--- src/rtl/decoder_scan_ctrl_if.sv ---
// Command/status bundle between a scan requester and decoder_scan_ctrl.
// The requester side drives start/stop/config; the controller returns select and status.
interface decoder_scan_ctrl_if #(
    parameter int DWELL_W = 4
);
    logic               start_in;
    logic               stop_in;
    logic               cont_in;
    logic [7:0]         mask_in;
    logic [DWELL_W-1:0] dwell_in;
    logic [2:0]         sel_out;
    logic               en_out;
    logic               busy_out;
    logic               wrap_out;
    logic               done_out;
    logic               err_out;

    modport master (
        output start_in, stop_in, cont_in, mask_in, dwell_in,
        input  sel_out, en_out, busy_out, wrap_out, done_out, err_out
    );

    modport slave (
        input  start_in, stop_in, cont_in, mask_in, dwell_in,
        output sel_out, en_out, busy_out, wrap_out, done_out, err_out
    );
endinterface

--- src/rtl/decoder_scan_ctrl.sv ---
// Steps a 3x8 decoder select through the channels enabled in a mask, holding
// each for a programmable dwell; single pass or continuous, with status pulses.
module decoder_scan_ctrl #(
    parameter int DWELL_W = 4
) (
    input  logic                 clk_in,
    input  logic                 rst_n_in,
    decoder_scan_ctrl_if.slave   bus
);
    typedef enum logic {IDLE, SCAN} state_t;

    state_t             state_q, state_d;
    logic [2:0]         sel_q, sel_d;
    logic               en_q, en_d;
    logic               busy_q, busy_d;
    logic               wrap_q, wrap_d;
    logic               done_q, done_d;
    logic               err_q, err_d;
    logic [7:0]         mask_q, mask_d;
    logic [DWELL_W-1:0] dwell_q, dwell_d;
    logic               cont_q, cont_d;
    logic [DWELL_W-1:0] cnt_q, cnt_d;

    logic [DWELL_W-1:0] dwell_eff;
    logic [2:0]         start_idx;
    logic [2:0]         first_idx;
    logic [2:0]         next_idx;
    logic               next_found;

    function automatic logic [2:0] lowest_set(input logic [7:0] m);
        logic [2:0] idx;
        idx = '0;
        for (int i = 7; i >= 0; i--)
            if (m[i]) idx = 3'(i);
        return idx;
    endfunction

    // Search upward only; wrap-around is handled separately so it can be flagged.
    always_comb begin
        next_idx   = '0;
        next_found = 1'b0;
        for (int i = 7; i >= 0; i--) begin
            if (mask_q[i] && (i > int'(sel_q))) begin
                next_idx   = 3'(i);
                next_found = 1'b1;
            end
        end
    end

    assign dwell_eff = (bus.dwell_in == '0) ? DWELL_W'(1) : bus.dwell_in;
    assign start_idx = lowest_set(bus.mask_in);
    assign first_idx = lowest_set(mask_q);

    always_comb begin
        state_d = state_q;
        sel_d   = sel_q;
        en_d    = en_q;
        busy_d  = busy_q;
        wrap_d  = 1'b0;
        done_d  = 1'b0;
        err_d   = 1'b0;
        mask_d  = mask_q;
        dwell_d = dwell_q;
        cont_d  = cont_q;
        cnt_d   = cnt_q;
        unique case (state_q)
            IDLE: begin
                sel_d  = '0;
                en_d   = 1'b0;
                busy_d = 1'b0;
                if (bus.start_in) begin
                    if (bus.mask_in != '0) begin
                        mask_d  = bus.mask_in;
                        cont_d  = bus.cont_in;
                        dwell_d = dwell_eff;
                        cnt_d   = dwell_eff - DWELL_W'(1);
                        sel_d   = start_idx;
                        en_d    = 1'b1;
                        busy_d  = 1'b1;
                        state_d = SCAN;
                    end else begin
                        err_d = 1'b1;
                    end
                end
            end
            SCAN: begin
                if (bus.stop_in) begin
                    state_d = IDLE;
                    sel_d   = '0;
                    en_d    = 1'b0;
                    busy_d  = 1'b0;
                end else if (cnt_q != '0) begin
                    cnt_d = cnt_q - DWELL_W'(1);
                end else if (next_found) begin
                    sel_d = next_idx;
                    cnt_d = dwell_q - DWELL_W'(1);
                end else if (cont_q) begin
                    sel_d  = first_idx;
                    cnt_d  = dwell_q - DWELL_W'(1);
                    wrap_d = 1'b1;
                end else begin
                    state_d = IDLE;
                    sel_d   = '0;
                    en_d    = 1'b0;
                    busy_d  = 1'b0;
                    done_d  = 1'b1;
                end
            end
            default: state_d = IDLE;
        endcase
    end

    always_ff @(posedge clk_in) begin
        if (!rst_n_in) begin
            state_q <= IDLE;
            sel_q   <= '0;
            en_q    <= 1'b0;
            busy_q  <= 1'b0;
            wrap_q  <= 1'b0;
            done_q  <= 1'b0;
            err_q   <= 1'b0;
            mask_q  <= '0;
            dwell_q <= '0;
            cont_q  <= 1'b0;
            cnt_q   <= '0;
        end else begin
            state_q <= state_d;
            sel_q   <= sel_d;
            en_q    <= en_d;
            busy_q  <= busy_d;
            wrap_q  <= wrap_d;
            done_q  <= done_d;
            err_q   <= err_d;
            mask_q  <= mask_d;
            dwell_q <= dwell_d;
            cont_q  <= cont_d;
            cnt_q   <= cnt_d;
        end
    end

    assign bus.sel_out  = sel_q;
    assign bus.en_out   = en_q;
    assign bus.busy_out = busy_q;
    assign bus.wrap_out = wrap_q;
    assign bus.done_out = done_q;
    assign bus.err_out  = err_q;
endmodule

--- src/flat_wrapper.sv ---
// flat-port wrapper written by rule: the top's interface ports become plain ports
module decoder_scan_ctrl_flat 
#(
    parameter int DWELL_W = 4
)
  (clk_in, rst_n_in, bus_start_in, bus_stop_in, bus_cont_in, bus_mask_in, bus_dwell_in, bus_sel_out, bus_en_out, bus_busy_out, bus_wrap_out, bus_done_out, bus_err_out);
  decoder_scan_ctrl_if #(.DWELL_W(DWELL_W)) bus_i ();
  input  logic clk_in;
  input  logic rst_n_in;
  input wire logic [$bits(bus_i.start_in)-1:0] bus_start_in;
  input wire logic [$bits(bus_i.stop_in)-1:0] bus_stop_in;
  input wire logic [$bits(bus_i.cont_in)-1:0] bus_cont_in;
  input wire logic [$bits(bus_i.mask_in)-1:0] bus_mask_in;
  input wire logic [$bits(bus_i.dwell_in)-1:0] bus_dwell_in;
  output wire logic [$bits(bus_i.sel_out)-1:0] bus_sel_out;
  output wire logic [$bits(bus_i.en_out)-1:0] bus_en_out;
  output wire logic [$bits(bus_i.busy_out)-1:0] bus_busy_out;
  output wire logic [$bits(bus_i.wrap_out)-1:0] bus_wrap_out;
  output wire logic [$bits(bus_i.done_out)-1:0] bus_done_out;
  output wire logic [$bits(bus_i.err_out)-1:0] bus_err_out;
  assign bus_i.start_in = bus_start_in;
  assign bus_i.stop_in = bus_stop_in;
  assign bus_i.cont_in = bus_cont_in;
  assign bus_i.mask_in = bus_mask_in;
  assign bus_i.dwell_in = bus_dwell_in;
  assign bus_sel_out = bus_i.sel_out;
  assign bus_en_out = bus_i.en_out;
  assign bus_busy_out = bus_i.busy_out;
  assign bus_wrap_out = bus_i.wrap_out;
  assign bus_done_out = bus_i.done_out;
  assign bus_err_out = bus_i.err_out;
  decoder_scan_ctrl #(.DWELL_W(DWELL_W)) u_core (.clk_in(clk_in), .rst_n_in(rst_n_in), .bus(bus_i));
endmodule
--- config.mk ---
export PLATFORM = sky130hd
export DESIGN_NAME = decoder_scan_ctrl_flat
export DESIGN_NICKNAME = d
export VERILOG_FILES = /design/src/rtl/decoder_scan_ctrl_if.sv /design/src/rtl/decoder_scan_ctrl.sv /design/src/flat_wrapper.sv
export SDC_FILE = /design/constraint.sdc
export NUM_CORES = 1
export LEC_CHECK = 0
export BUFFER_PORTS_ARGS = -buffer_cell sky130_fd_sc_hd__buf_2
export CAP_MARGIN = 40
export CORE_AREA = 10 10 67 69
export DETAILED_ROUTE_END_ITERATION = 10
export DIE_AREA = 0 0 77 79
export PLACE_DENSITY = 0.69
export SETUP_SLACK_MARGIN = 0.02
export SYNTH_ARGS = -nofsm -noshare
export SYNTH_HDL_FRONTEND = slang
export SYNTH_SLANG_ARGS = --single-unit
--- constraint.sdc ---
create_clock -name clk_in -period 1.5 [get_ports clk_in]
set_input_delay 0.3 -clock clk_in [delete_from_list [all_inputs] [get_ports clk_in]]
set_output_delay 0.3 -clock clk_in [all_outputs]
set_load 0.05 [all_outputs]
==> qor.yml <==
cts_tree: "yes"
cp_slowest_cell: "or4b_4"
via_per_inst: 5.55
die_area_um2: 6080
synthesis.area_um2: 1520
outcome: "finished with violations"
end_kind: "flop"
numCtsBuffers: 3
synth_top_cell_area_share_pct: 32.8
ios: 25
reg2reg_slack_ns: -0.11
postSynthAreaPerCell_um2: 8.47
cts.sinks: 25
hpwl_um: 3280
fin_cells: 268
antenna_found_initial: 0
critical_path_class: "reg2reg"
num-fill-cells: 280
nets: 241
cp_slowest_stage_delay_ns: 0.55
finalPower_mw: 1.70
yosysTopAreaCell: "dfxtp_1"
grt_max_degree: 17
synth-seq-cells: 25
layout_setup_ws_ns: -0.114
ys.warnings.count: 0
final-hold-violation-count: 0
grt-ovfl-total: 0
die_h_um: 79
slew_headroom_pct: 76.0
synth-edff-count: 0
start_kind: "flop"
place.gp.congestion: 0.868
post-route-util_pct: 61.6
critPathLaunch: "u_core.cnt_q[3]$_SDFFE_PN0P_"
area_growth_syn_to_layout_pct: 30.6
synth_most_common_cell: "dfxtp_1"
n_antenna_cell: 0
violations: "setup timing"
wl_per_cell_um: 15.8
synth_seq_area_share_pct: 32.8
p_per_area_nw_per_um2: 854
crit_path_cell_trace: "or4b_4 -> a31oi_4 -> xor2_1 -> nand2_1 -> mux2i_1"
fmaxAchievable_mhz: 620
arrival_ns: 1.86
whs_ns: 0.248
initial_core_util_pct: 47.2
crit_required_ns: 1.74
async_flop_share_pct: 0
timing.rr.start: "u_core.cnt_q[3]$_SDFFE_PN0P_"
post-place-ws_ns: -0.237
synth_nets: 198
drt.antenna.violating_nets: 0
setup_violations: 8
synth.area.top_cells: "dfxtp_1, mux2i_1, nor2b_1"
yosysUniqueCellTypes: 49
slew_violations: 0
drive_gt1_share_pct: 36.5
r2r_end: "u_core.cnt_q[2]$_SDFFE_PN0P_"
grt_setup_unrepaired: "true"
synth_common_cells: "dfxtp_1, nor2b_1, mux2i_1"
drtIter0Drc: 173
clockBufferDepth: 2
endpoint: "u_core.cnt_q[2]$_SDFFE_PN0P_"
r2r_cells: 5
fp.dieW_um: 77
min-delay-path-class: "in2reg"
vias: 1488
place_inst: 263
grt_pass1_vias: 1479
worst_pin_slew_ns: 0.356
synth_flop_cell: "dfxtp_1"
port_buffers: 24
maxCapViolations: 0
drt_wl_total_um: 4250
gr-usage-all-layers_pct: 13.5
grt_first_pass_wirelength_um: 6960
place_area_um2: 1860
drc: 0
finalCritPeriodShare_pct: 108
post-route-min-period_ns: 1.61
htreeDepth: 1
clk_pin_slew_ns: 0.14
max-vdd-ir-drop_uv: 391
worstPathMaxFanout: 7
power_leakage_nw: 0.835
fin_skew_ns: 0.0103
design_area_um2: 1990
drtPass1Iterations: 5
fp-row-count: 21
netlist_instances: 180
clock-root-buffer: "clkbuf_4"
final.setup.tns_ns: -0.500
clk_latency_ns: 0.32
coreArea_um2: 3230
-- layer usage --
layer	GRT usage [%]	vias up	wire length, um
li1	-	733	-
met1	14.3	710	1650
met2	26.6	39	2400
met3	2.59	6	146
met4	3.65	0	53
met5	0	-	0
-- worst max-delay path: cells and delay by family, from the launching register on --
| kind | cells | cell delay (ns) |
|---|---|---|
| compound gates | 1 | 0.17 |
| simple gates | 2 | 0.62 |
| mux | 1 | 0.17 |
| xor+xnor | 1 | 0.16 |
| flops | 1 | 0.40 |
-- kinds of logic after synthesis --
| logic type | share of synthesized area, % |
|---|---|
| xor gates and xnor gates | 1.15 |
| adders and majority gates | 0.821 |
| buffers and inverters | 6.57 |
| muxes | 9.20 |
| and+or+nand+nor | 30.7 |
| AOI/OAI and AO/OA | 18.7 |
| DFF | 32.8 |
-- cell usage in the layout (no fill, tap or decap), drive strengths merged, types with 3 or more instances in the layout --
cell and count:
nor2b 18, nand2b 6, a21oi 11, nor4b 3, nor3 5, inv 10, mux2i 14, a31oi 3
dfxtp 25, nor2 13, nor4 5, buf 49, o21ai 5, clkbuf 3, nand2 12
-- worst min-delay path by stage --
| stage | from | endpoint | slack, ns | cells after the start |
|---|---|---|---|---|
| 2_1_floorplan | bus_mask_in[3] | u_core.mask_q[3]$_SDFFE_PN0P_ | 0.46 | 2 |
| 3_3_place_gp | u_core.bus.en_out$_SDFFE_PN0P_ | u_core.bus.en_out$_SDFFE_PN0P_ | 0.47 | 2 |
| 3_5_place_dp | u_core.bus.en_out$_SDFFE_PN0P_ | u_core.bus.en_out$_SDFFE_PN0P_ | 0.48 | 2 |
| 4_1_cts | bus_cont_in | u_core.cont_q$_SDFFE_PN0P_ | 0.26 | 3 |
| 5_1_grt | bus_cont_in | u_core.cont_q$_SDFFE_PN0P_ | 0.29 | 3 |
| 6_report | bus_cont_in | u_core.cont_q$_SDFFE_PN0P_ | 0.25 | 3 |
-- state kept, by name, summed over array words and instances (netlist names) --
register / cells
u_core.mask_q: 8
u_core.cnt_q: 4
u_core.dwell_q: 4
u_core.bus.sel_out: 3
u_core.bus.done_out: 1
u_core.bus.en_out: 1
u_core.bus.err_out: 1
u_core.bus.wrap_out: 1
u_core.cont_q: 1
u_core.state_q: 1
-- report_power, final --
group,internal (mW),switching [mW]
registers,0.719,0.0767
clock network,0.104,0.206
logic,0.278,0.317
-- repair_timing --
action                                  in CTS  in global routing
endpoints found under the setup margin       9                 12
pin swaps                                    3                  3
buffers inserted                             0                  1
hold buffers                                 0                  0
resized for setup                           12                 12
-- layout make-up --
class	instances	area, um^2	area share [%]
multi-input cells	135	1030	52.0
flip-flops and latches	25	524	26.3
inverters	9	33.8	1.70
repair buffers	49	312	15.7
clock inverters	1	6.26	0.314
clock buffers	3	22.5	1.13
well taps	46	57.6	2.89
(Power assumes the default switching activity.)
